==> src/rtl/if_id_skid_reg.sv <==
// -----------------------------------------------------------------------------
// if_id_skid_reg
//
// Fetch-to-decode pipeline register with a valid/ready handshake. A two-entry
// skid buffer (main + skid) makes in_ready a function of registered state
// only. Decode back-pressure therefore never reaches fetch combinationally.
//
// Parameters:
//   IR_W      instruction word width
//   PC_W      PC+4 field width
//   RESET_PC4 value of out_pc4 after reset (truncated to PC_W)
//
// Ports:
//   clk        rising-edge clock
//   reset      synchronous, active-high reset (priority over flush)
//   flush      squash held and incoming beats this cycle
//   in_valid   fetch presents a beat
//   in_ready   block can accept a beat (registered state only, low in reset)
//   in_ir      instruction from fetch
//   in_pc4     PC+4 from fetch
//   out_valid  decode-side beat valid
//   out_ready  decode consumes the beat
//   out_ir     instruction to decode
//   out_pc4    PC+4 to decode
//   stall_cnt  saturating count of cycles with out_valid && !out_ready
//
// Build option:
//   IF_ID_STALL_CNT_EN  when defined, stall_cnt is a live counter; otherwise
//                       it is tied to zero. The port list is the same in both
//                       builds.
// -----------------------------------------------------------------------------
module if_id_skid_reg #(
    parameter int unsigned IR_W      = 32,
    parameter int unsigned PC_W      = 32,
    parameter logic [31:0] RESET_PC4 = 32'h0000_0004
) (
    input  logic            clk,
    input  logic            reset,
    input  logic            flush,
    input  logic            in_valid,
    output logic            in_ready,
    input  logic [IR_W-1:0] in_ir,
    input  logic [PC_W-1:0] in_pc4,
    output logic            out_valid,
    input  logic            out_ready,
    output logic [IR_W-1:0] out_ir,
    output logic [PC_W-1:0] out_pc4,
    output logic [15:0]     stall_cnt
);

    localparam logic [PC_W-1:0] RESET_PC4_T = PC_W'(RESET_PC4);

    // The state is the pair {m_valid, s_valid}; 2'b01 cannot be reached.
    localparam logic [1:0] ST_EMPTY = 2'b00;
    localparam logic [1:0] ST_ONE   = 2'b10;
    localparam logic [1:0] ST_TWO   = 2'b11;

    logic            m_valid_q, m_valid_d;
    logic [IR_W-1:0] m_ir_q,    m_ir_d;
    logic [PC_W-1:0] m_pc4_q,   m_pc4_d;
    logic            s_valid_q, s_valid_d;
    logic [IR_W-1:0] s_ir_q,    s_ir_d;
    logic [PC_W-1:0] s_pc4_q,   s_pc4_d;

    logic accept_s;
    logic drain_s;

    // Handshake qualifiers.
    always_comb begin
        accept_s = in_valid && in_ready;
        drain_s  = m_valid_q && out_ready;
    end

    // State register: reset wins over every other update.
    always_ff @(posedge clk) begin
        if (reset) begin
            m_valid_q <= 1'b0;
            m_ir_q    <= {IR_W{1'b0}};
            m_pc4_q   <= RESET_PC4_T;
            s_valid_q <= 1'b0;
            s_ir_q    <= {IR_W{1'b0}};
            s_pc4_q   <= {PC_W{1'b0}};
        end else begin
            m_valid_q <= m_valid_d;
            m_ir_q    <= m_ir_d;
            m_pc4_q   <= m_pc4_d;
            s_valid_q <= s_valid_d;
            s_ir_q    <= s_ir_d;
            s_pc4_q   <= s_pc4_d;
        end
    end

    // Next-state logic: flush squashes everything, else walk the skid FSM.
    always_comb begin
        m_valid_d = m_valid_q;
        m_ir_d    = m_ir_q;
        m_pc4_d   = m_pc4_q;
        s_valid_d = s_valid_q;
        s_ir_d    = s_ir_q;
        s_pc4_d   = s_pc4_q;

        if (flush) begin
            // m_pc4 is deliberately kept so decode still sees the last PC.
            m_valid_d = 1'b0;
            s_valid_d = 1'b0;
            m_ir_d    = {IR_W{1'b0}};
        end else begin
            case ({m_valid_q, s_valid_q})
                ST_EMPTY: begin
                    if (accept_s) begin
                        m_valid_d = 1'b1;
                        m_ir_d    = in_ir;
                        m_pc4_d   = in_pc4;
                    end else begin
                        m_valid_d = 1'b0;
                    end
                end
                ST_ONE: begin
                    if (accept_s && drain_s) begin
                        m_ir_d  = in_ir;
                        m_pc4_d = in_pc4;
                    end else if (accept_s) begin
                        // Decode is stalled: park the new beat behind main.
                        s_valid_d = 1'b1;
                        s_ir_d    = in_ir;
                        s_pc4_d   = in_pc4;
                    end else if (drain_s) begin
                        m_valid_d = 1'b0;
                    end else begin
                        m_valid_d = 1'b1;
                    end
                end
                ST_TWO: begin
                    // in_ready is low here, so only a drain can move us.
                    if (drain_s) begin
                        m_ir_d    = s_ir_q;
                        m_pc4_d   = s_pc4_q;
                        s_valid_d = 1'b0;
                    end else begin
                        s_valid_d = 1'b1;
                    end
                end
                default: begin
                    // Unreachable encoding: drop to EMPTY rather than emit a
                    // beat of unknown provenance.
                    m_valid_d = 1'b0;
                    s_valid_d = 1'b0;
                end
            endcase
        end
    end

    // Outputs: payload comes straight from the main register.
    always_comb begin
        in_ready  = !s_valid_q && !reset;
        out_valid = m_valid_q;
        out_ir    = m_ir_q;
        out_pc4   = m_pc4_q;
    end

`ifdef IF_ID_STALL_CNT_EN
    logic [15:0] stall_q, stall_d;

    // Stall counter next value: saturate at all-ones, flush has no effect.
    always_comb begin
        if (m_valid_q && !out_ready && (stall_q != 16'hFFFF)) begin
            stall_d = stall_q + 16'd1;
        end else begin
            stall_d = stall_q;
        end
    end

    // Stall counter register, cleared by reset only.
    always_ff @(posedge clk) begin
        if (reset) begin
            stall_q <= 16'h0000;
        end else begin
            stall_q <= stall_d;
        end
    end

    assign stall_cnt = stall_q;
`else
    assign stall_cnt = 16'h0000;
`endif

endmodule

==> config.mk <==
export PLATFORM = sky130hd
export DESIGN_NAME = if_id_skid_reg
export DESIGN_NICKNAME = d
export VERILOG_FILES = /design/src/rtl/if_id_skid_reg.sv
export SDC_FILE = /design/constraint.sdc
export NUM_CORES = 1
export LEC_CHECK = 0
export CAP_MARGIN = 20
export CELL_PAD_IN_SITES_DETAIL_PLACEMENT = 0
export CELL_PAD_IN_SITES_GLOBAL_PLACEMENT = 1
export CORE_ASPECT_RATIO = 1.75
export CORE_MARGIN = 5
export CORE_UTILIZATION = 37
export CTS_CLUSTER_SIZE = 8
export DETAILED_ROUTE_END_ITERATION = 7
export PLACE_DENSITY_LB_ADDON = 0.2
export SYNTH_ARGS = -nofsm -noshare
export SYNTH_HDL_FRONTEND = slang
export SYNTH_SLANG_ARGS = --single-unit
==> constraint.sdc <==
create_clock -name clk -period 3.7 [get_ports clk]
set_input_delay 0.37 -clock clk [delete_from_list [all_inputs] [get_ports clk]]
set_output_delay 0.37 -clock clk [all_outputs]
set_load 0.02 [all_outputs]
After elaboration in Yosys (flattened, before gate mapping):

Cells that the tools add are included.

* bits in registers: 130
* input bits: 69
* logic and storage cells: 48

* equality and inequality tests: 8
* multiplexer cells: 16
* bitwise operators: 4
* reduce and logical (&&, ||, !) cells: 14

Operators by type and width (number)
* $mux W32: 6
* $pmux W32 S3: 2
* $ne A2 B2 Y1 const B: 6
* $reduce_and A4 Y1: 2
* $mux W1: 6
* $pmux W1 S3: 2
* $reduce_and A3 Y1: 2
* $reduce_and A5 Y1: 1
* $eq A2 B2 Y1 const B: 2
* $logic_and A1 B1 Y1: 4
* $not A1 Y1: 4
* $reduce_bool A3 Y1: 1
* $logic_not A1 Y1: 2
* $logic_not A2 Y1: 1
* $reduce_or A2 Y1: 1

Logic depth before layout (Yosys ltp):

Gate-level depths: netlist (run 1).

* depth in word-level cells: 6
* gate-level depth with buffers: 8
* mapped depth without buffers: 4

Worst setup path before layout (run 1):

No wires, ideal clock.

* path kind: input to register
* start point: in reset
* end point: reg s_ir_q[22]
* setup time: 0.132 ns
* arrival time: 1.695 ns
* required time: 3.568 ns
* setup slack: 1.872 ns
* cell stages on the path: 8
* path buffers: 4
* path through: buf_2 > or2_1 > buf_2 > or3_1 > buf_2 > clkbuf_1 > nand2_1 > a21oi_1

* cells in the longest elaborated chain, start to end: 6

Ends and longest elaborated chain
* start, declared: RTL line 38 `input logic reset,`
* $logic_not A1 Y1: RTL line 155 `in_ready = !s_valid_q && !reset;`
* $logic_and A1 B1 Y1: RTL line 155
* $logic_and A1 B1 Y1: RTL line 70 `accept_s = in_valid && in_ready;`
* $logic_and A1 B1 Y1: RTL line 119 `if (accept_s && drain_s) begin`
* $not A1 Y1 (no line)
* $reduce_and A4 Y1 (no line)
* end signal, assigned: RTL line 81 `s_ir_q <= {IR_W{1'b0}};`
* end signal, assigned: RTL line 88 `s_ir_q <= s_ir_d;`
* end, declared: RTL line 62 `logic [IR_W-1:0] s_ir_q, s_ir_d;`

Several ways; a longest one is shown, not always the timed one.
A chain may end at the register's enable or synchronous reset.

Final worst setup path (run 1):

* start point: reg s_valid_q
* end point: out in_ready

* cells in the longest elaborated chain, start to end: 2

Ends and longest elaborated chain
* start, declared: RTL line 61 `logic s_valid_q, s_valid_d;`
* start signal, assigned: RTL line 87 `s_valid_q <= s_valid_d;`
* $logic_not A1 Y1: RTL line 155
* $logic_and A1 B1 Y1: RTL line 155
* end, declared: RTL line 41 `output logic in_ready,`

No other way between the ends.

==> results of run 1 <==
## cells by family (layout without fill, tap and decap cells)
kind of cell	after synthesis	after routing	synth area share
compound gates	133	133	0.177
buf+inv	79	178	0.0747
flops	130	130	0.492
other cells	1	16	0.000708
simple gates	331	331	0.256
## metal layers
layer / vias up / global-route usage
li1: 2476 / -
met1: 2323 / 0.207
met2: 120 / 0.328
met3: 18 / 0.0423
met4: 0 / 0.0680
met5: - / 0
## area by class of cell
| class | instances | area, um^2 | area share |
|---|---|---|---|
| clock inverters | 13 | 256 | 0.0349 |
| flip-flops and latches | 130 | 2610 | 0.355 |
| well taps | 180 | 225 | 0.0307 |
| inverters | 2 | 7.51 | 0.00102 |
| multi-input cells | 480 | 2370 | 0.323 |
| repair buffers | 144 | 1430 | 0.195 |
| clock buffers | 19 | 443 | 0.0603 |
## metrics by stage
stage,std cells,area (um^2)
final,968,7340
after global routing,968,7340
after CTS,968,7340
after detailed placement,936,6640
after global placement,935,6610
after floorplan,689,5350
## worst max-delay path by stage
stage | from | to | slack, ns | cells after the start
after floorplan | reset | s_ir_q[22] | 1.87 | 8
after global placement | flush | s_pc4_q[8] | 1.17 | 5
after detailed placement | s_valid_q | out_pc4[28] | 1.11 | 5
after CTS | s_valid_q | in_ready | 0.90 | 3
after global routing | s_valid_q | in_ready | 0.81 | 3
final | s_valid_q | in_ready | 0.95 | 3
## power breakdown
group          total, mW  leakage (nW)  switching [mW]  internal (mW)
combinational      0.345          1.18           0.187          0.159
sequential          1.46          1.06          0.0206           1.44
clock               1.97         0.333           0.617           1.35
## worst reg2reg max path, cell delays in order (launching register included)
cell	delay, ns
dfxtp_2	0.85
inv_1	0.26
a2111oi_4	0.33
buf_4	0.56
nor2_1	0.14
a311oi_1	0.30
## state kept, by name (all words and copies together) (netlist names)
register   cells
s_pc4_q       32
out_valid      1
out_ir        32
s_valid_q      1
out_pc4       32
s_ir_q        32
## placed cells by master (no fill, tap or decap), drive strengths merged, types with 2 or more instances in the layout
| cell type | Yosys | final |
|---|---|---|
| conb | 1 | 16 |
| clkinv | 0 | 4 |
| nand2b | 3 | 3 |
| dfxtp | 130 | 130 |
| clkdlybuf4s50 | 0 | 133 |
| clkbuf | 43 | 19 |
| bufinv | 0 | 7 |
| a211oi | 2 | 2 |
| nor2b | 2 | 2 |
| nor3 | 3 | 3 |
| inv | 2 | 2 |
| nor2 | 65 | 65 |
| a311oi | 63 | 63 |
| nand3 | 63 | 63 |
| nand2 | 192 | 192 |
| a21oi | 66 | 66 |
| clkinvlp | 0 | 2 |
| buf | 34 | 11 |
==> impl_metrics.ini, run 1 <==
[worst_setup_path]
critical_path.max_stage_delay_ns = 0.85
rrSetupSlack_ns = 1.15
cp-start-kind = register
required_ns = 3.33
r2r_start = s_valid_q
cp.arrival_ns = 2.38
cp_max_fo = 41
r2r-end = out_pc4[28]
slowest_stage = dfxtp_2
path_delay_family = buffers and inverters
endpoint_kind = output port
critical_path.cell_chain = buf_4 -> nor2_1 -> clkdlybuf4s50_1
reg2reg_depth = 5
worst-path-buf-inv = 2
critPathKind = register to output port

[synth]
synth.distinct_cells = 25
synth_area_um2 = 5290
synth_cells = 674
yosys.area.top_type = dfxtp_1
ys_seq_area_frac = 0.492
synthTopCellsByCount = nand2_1 (192), dfxtp_1 (130), a21oi_1 (66)
yosysWarnings = 0
yosysMostFrequentCell = nand2_1
synth-seq-cells = 130
synth-edff-count = 0
synth_top_cells_by_area = dfxtp_1 (49%), nand2_1 (14%), a311oi_1 (10%), a21oi_1 (6.2%), nand3_1 (6.0%)
ys_async_sr_fraction = 0
synthFlopType = dfxtp_1
syn_area_per_cell_um2 = 7.85
synth_top_area_frac = 0.492

[timing]
holdWs_ns = 0.298
tightestPinTransition_ns = 0.852
setup_tns_ns = 0
maxSlewViolCount = 0
maxSlewHeadroom = 0.432
period_share = 0.743
max_freq_mhz = 364
rsz0062_at_grt = false
hold_viol = 0
fin_ws_ns = 0.951
setup_viol = 0
fin_skew_ns = 0.00861
period_minus_slack_ns = 2.75

[route]
finalWirelength_um = 15100
highest_layer = met4
viasPerCell = 5.10
post_drt_wl_per_cell_um = 15.6
wl_met3_um = 803
drtAntennaViolNets = 0
drt-pass1-iter-count = 4
m1WireLength_um = 5980
drc = 0
met2_length_um = 8050
drt_iter0_markers = 197
vias = 4937

[place]
numPortBuffers = 134
post-place-ws_ns = 1.11
hpwl_um = 9860
gp_congestion = 0.755

[clock_network]
numCtsBuffers = 17
root_buffer = clkbuf_16
cts_max_level = 4
ctsResizeCount = 0
clk_pin_slew_ns = 0.06
cts_setup_buffers = 0
hold_buffers = 0
clk-insertion-delay-late_ns = 0.40
tritoncts = built
clock_sinks = 130
clockBufferDepth = 2

[final_layout]
areaGrowthSynthToFinish_pct = 38.7
layout.nets = 844
fill_cells = 1395
layout-drive-gt1-share = 0.0635
antennaDiodeCount = 0
fin_util = 0.516

[floorplanning]
die_width_um = 100
core_um2 = 14200
initial_core_util = 0.372
rows = 58
die-area_um2 = 16900
ios = 151
die_y_um = 168

[grt]
antenna_found_initial = 0
grt_pass1_vias = 4947
grt_use_total = 0.183
grt_start_max_net_pins = 84
overflow = 0
grt_pass1_wl_um = 25100

[run]
drv_cap = 0

[pwr]
power.leakage_nw = 2.56
powerDensity_nw_per_um2 = 514
ir_worst_vdd_mv = 0.293
p_total_mw = 3.77

[min_path]
hold_path.class = primary input to register
holdPathStages = 2
hold_end = s_ir_q[8]
hp-start = reset

[run_status]
outcome = finished clean
Note: power is estimated with default switching activity, not from simulation.
==> run 2, diff against run 1 <==
--- a/config.mk
+++ b/config.mk
@@ -10,7 +10,7 @@
 export CELL_PAD_IN_SITES_GLOBAL_PLACEMENT = 1
 export CORE_ASPECT_RATIO = 1.75
 export CORE_MARGIN = 5
-export CORE_UTILIZATION = 37
+export CORE_UTILIZATION = 34
 export CTS_CLUSTER_SIZE = 8
 export DETAILED_ROUTE_END_ITERATION = 7
 export PLACE_DENSITY_LB_ADDON = 0.2
==> constraint.sdc (replaced) <==
create_clock -name clk -period 2.7 [get_ports clk]
set_input_delay 0.27 -clock clk [delete_from_list [all_inputs] [get_ports clk]]
set_output_delay 0.27 -clock clk [all_outputs]
set_load 0.02 [all_outputs]
==> run 2 against run 1 <==
Net effect:
- worst setup slack got worse by 0.62 ns
- sequential power is 37% higher
- critical path depth did not move
- register-to-register slack got worse by 0.46 ns
- routed wire length decreased by 1.1%
- die area up 8.1%
- non-clock buffer count up 3
- count of clock-buffer cells in the layout stayed put
- via count is 0.18% higher
- sequential share of layout area decreased by 0.20 points
- global-route usage down 2.0 points
- clock power is 34% higher
- critical path type unchanged
- largest power group unchanged
==> impl_metrics.ini, run 2 (synthesis gave the netlist of run 1 again) <==
[worst_setup_path]
critPathKind = register to output port
slowest_stage = dfxtp_2
critical_path.cell_chain = buf_4 -> nor2_1 -> clkdlybuf4s50_1
required_ns = 2.43
cp-start-kind = register
cp_max_fo = 26
cp.arrival_ns = 2.10
critical_path.max_stage_delay_ns = 0.64
reg2reg_depth = 5
endpoint_kind = output port

[clock_network]
ctsResizeCount = 0
hold_buffers = 0
clockBufferDepth = 2
cts_setup_buffers = 0
root_buffer = clkbuf_16
numCtsBuffers = 17
clk-insertion-delay-late_ns = 0.41
cts_max_level = 4
clock_sinks = 130
clk_pin_slew_ns = 0.06
tritoncts = built

[grt]
grt_pass1_wl_um = 24600
overflow = 0
grt_use_total = 0.163
antenna_found_initial = 0
grt_start_max_net_pins = 92
grt_pass1_vias = 4886

[timing]
period_share = 0.878
setup_viol = 0
maxSlewViolCount = 0
maxSlewHeadroom = 0.374
fin_skew_ns = 0.0102
hold_viol = 0
setup_tns_ns = 0
rsz0062_at_grt = false
fin_ws_ns = 0.331
tightestPinTransition_ns = 0.938
max_freq_mhz = 422
period_minus_slack_ns = 2.37

[floorplanning]
ios = 151
core_um2 = 15300
initial_core_util = 0.346
die_width_um = 104
rows = 60
die-area_um2 = 18300
die_y_um = 175

[final_layout]
final_common_cell = nand2_1
fill_cells = 1544
areaGrowthSynthToFinish_pct = 39.4
final_cell_mix = nand2_1 (191), clkdlybuf4s50_1 (133), dfxtp_1 (128)
antennaDiodeCount = 0
layout.nets = 847
layout-drive-gt1-share = 0.0671

[route]
drt_iter0_markers = 190
drc = 0
drtAntennaViolNets = 0
finalWirelength_um = 14900
viasPerCell = 5.07
vias = 4946
drt-pass1-iter-count = 5
post_drt_wl_per_cell_um = 15.3

[pwr]
comb_power_share = 0.092
switching_power_mw = 1.14
pwr-share-clk = 0.516
p_sw_frac = 0.222
p_int_mw = 3.97
powerDensity_nw_per_um2 = 692
pwr-share-seq = 0.391
ir_worst_vdd_mv = 0.373
p_total_mw = 5.11
power.leakage_nw = 2.59

[run]
drv_cap = 0

[place]
numPortBuffers = 134
hpwl_um = 9980
post-place-ws_ns = 0.396
gp_congestion = 0.744

[min_path]
hold_path.class = primary input to register
holdPathStages = 2

[run_status]
outcome = finished clean
run 2: layout make-up:
class | instances | area (um^2) | share of cell area
clock buffers | 19 | 453 | 0.0614
clock inverters | 12 | 228 | 0.0308
inverters | 2 | 7.51 | 0.00102
multi-input cells | 480 | 2370 | 0.321
flip-flops and latches | 130 | 2610 | 0.353
well taps | 186 | 233 | 0.0315
repair buffers | 147 | 1490 | 0.201
run 2: stage by stage:
step | cell area [um^2] | std cells | hold WS, ns | utilization
2_1_floorplan | 5350 | 689 | 0.406 | -
3_3_place_gp | 6700 | 945 | 0.439 | 0.438
3_5_place_dp | 6700 | 945 | 0.446 | 0.438
4_1_cts | 7380 | 976 | 0.0985 | 0.482
5_1_grt | 7380 | 976 | 0.114 | 0.482
6_report | 7380 | 976 | 0.120 | 0.482
run 2: worst paths after layout:
path	start	slack, ns	endpoint
worst max-delay path	s_valid_q	0.33	in_ready
worst min-delay path	reset	0.12	s_ir_q[11]
worst max register to register	s_valid_q	0.69	out_pc4[26]
worst min register to register	s_pc4_q[2]	0.45	s_pc4_q[2]
run 2: worst max-delay path: cells and delay by family, from the launching register on:
family	cells	cell delay, ns
buf+inv	2	0.94
flops	1	0.64
simple gates	1	0.10
run 2: layer usage:
metal	share of wire	track usage	wire [um]	vias to the layer above
met1	0.41	0.188	6190	2305
met4	0.011	0.0486	169	0
met3	0.059	0.0503	876	10
met2	0.51	0.288	7690	140
met5	0	0	0	-
li1	-	-	-	2491
run 2: power by group through the flow:
stage / clock [mW] / sequential, mW / combinational (mW)
2_1_floorplan: 0 / 2.09 / 0.197
3_3_place_gp: 0 / 2.04 / 0.473
3_5_place_dp: 0 / 2.04 / 0.476
4_1_cts: 2.70 / 2.00 / 0.478
5_1_grt: 2.77 / 2.00 / 0.513
6_report: 2.64 / 2.00 / 0.472
==> run 3, diff against run 2 <==
--- a/config.mk
+++ b/config.mk
@@ -10,7 +10,7 @@
 export CELL_PAD_IN_SITES_GLOBAL_PLACEMENT = 1
 export CORE_ASPECT_RATIO = 1.75
 export CORE_MARGIN = 5
-export CORE_UTILIZATION = 34
+export CORE_UTILIZATION = 37
 export CTS_CLUSTER_SIZE = 8
 export DETAILED_ROUTE_END_ITERATION = 7
 export PLACE_DENSITY_LB_ADDON = 0.2
==> constraint.sdc (replaced) <==
create_clock -name clk -period 2.8 [get_ports clk]
set_input_delay 0.28 -clock clk [delete_from_list [all_inputs] [get_ports clk]]
set_output_delay 0.28 -clock clk [all_outputs]
set_load 0.02 [all_outputs]
==> run 3 against run 2 <==
Net effect:
- non-clock buffer count grew 2
- final cell count shrank 0.31%
- highest routed layer unchanged
- sequential power shrank 3%
- via count grew 0.73%
- register-to-register slack is essentially flat
- global-route usage grew 1.8 points
- hold slack gained 0.088 ns
- critical path depth is the same
- design area shrank 0.47%
==> impl_metrics.ini, run 3 (synthesis gave the netlist of run 1 again) <==
[pwr]
comb_power_share = 0.094
power.leakage_nw = 2.58
pwr-share-seq = 0.394
switching_power_mw = 1.09
p_total_mw = 4.89
p_sw_frac = 0.222
powerDensity_nw_per_um2 = 666
p_int_mw = 3.81
pwr-share-clk = 0.513
ir_worst_vdd_mv = 0.573

[final_layout]
fill_cells = 1397
layout.nets = 849
antennaDiodeCount = 0
fin_util = 0.517
areaGrowthSynthToFinish_pct = 38.8
fin_area_um2 = 7350
fin_cells = 973
final_cell_mix = nand2_1 (191), clkdlybuf4s50_1 (133), dfxtp_1 (128)
layout-drive-gt1-share = 0.0694
final_common_cell = nand2_1

[timing]
fin_skew_ns = 0.0107
setup_tns_ns = 0
hold_viol = 0
holdWs_ns = 0.208
tightestPinTransition_ns = 0.846
setup_viol = 0
fin_ws_ns = 0.524
period_minus_slack_ns = 2.28
maxSlewViolCount = 0
max_freq_mhz = 439
maxSlewHeadroom = 0.436
rsz0062_at_grt = false
period_share = 0.813

[clock_network]
clock_sinks = 130
root_buffer = clkbuf_16
hold_buffers = 0
clockBufferDepth = 2
cts_setup_buffers = 0
numCtsBuffers = 17
clk_pin_slew_ns = 0.06
ctsResizeCount = 0
clk-insertion-delay-late_ns = 0.40
tritoncts = built
cts_max_level = 4

[worst_setup_path]
cp-start-kind = register
rrSetupSlack_ns = 0.68
slowest_stage = dfxtp_2
endpoint_kind = output port
required_ns = 2.52
path_delay_family = buffers and inverters
worst-path-buf-inv = 2
critical_path.max_stage_delay_ns = 0.59
cp.arrival_ns = 2.00
critical_path.cell_chain = buf_4 -> nor2_1 -> clkdlybuf4s50_1
cp_max_fo = 26
critPathKind = register to output port

[floorplanning]
ios = 151
die-area_um2 = 16900
rows = 58
initial_core_util = 0.372
die_width_um = 100
die_y_um = 168
core_um2 = 14200

[min_path]
hold_path.class = primary input to register

[route]
post_drt_wl_per_cell_um = 15.4
drt_iter0_markers = 237
drc = 0
drt-pass1-iter-count = 5
drtAntennaViolNets = 0
finalWirelength_um = 15000
vias = 4982
viasPerCell = 5.12

[place]
post-place-ws_ns = 0.485
numPortBuffers = 134
place_area_um2 = 6670
dp_cells = 941
gp_congestion = 0.741
hpwl_um = 10100

[grt]
antenna_found_initial = 0
grt_use_total = 0.181
overflow = 0
grt_pass1_vias = 4931
grt_start_max_net_pins = 83
grt_pass1_wl_um = 24900

[run_status]
outcome = finished clean

[run]
drv_cap = 0
==> run 3: cell count changes in the layout (fill, tap and decap cells not counted) <==
cell | previous run | this run
buf_4 | 10 | 15
buf_12 | 4 | 1
clkinv_4 | 2 | 4
inv_6 | 2 | 0
clkbuf_1 | 0 | 1
clkbuf_8 | 2 | 1
clkinv_2 | 1 | 2
==> run 3: routing by layer <==
layer  global-route usage  share of wire  vias to the layer above
met5                    0              0                        -
met2                0.315           0.52                      146
met1                0.212           0.41                     2327
met4               0.0557          0.013                        0
li1                     -              -                     2497
met3               0.0518          0.058                       12
==> run 3: worst paths after layout <==
| path | from | end | depth (start not counted) |
|---|---|---|---|
| setup / recovery | s_valid_q | in_ready | 3 |
| hold reg to reg | s_ir_q[19] | s_ir_q[19] | 2 |
| hold / removal | reset | s_ir_q[23] | 2 |
| setup reg to reg | s_valid_q | out_pc4[15] | 5 |
==> run 3: layout make-up <==
type / instances / area (um^2) / share of cell area
Tap cell: 180 / 225 / 0.0307
Timing Repair Buffer: 149 / 1460 / 0.199
Multi-Input combinational cell: 480 / 2370 / 0.323
Sequential cell: 130 / 2610 / 0.355
Clock buffer: 19 / 443 / 0.0603
Clock inverter: 13 / 233 / 0.0317
Inverter: 2 / 7.51 / 0.00102
==> run 3: power groups by stage <==
stage | sequential [mW] | clock (mW) | combinational (mW)
6_report | 1.93 | 2.51 | 0.458
5_1_grt | 1.93 | 2.65 | 0.496
4_1_cts | 1.93 | 2.56 | 0.461
3_5_place_dp | 1.97 | 0 | 0.460
3_3_place_gp | 1.96 | 0 | 0.457
2_1_floorplan | 2.01 | 0 | 0.190
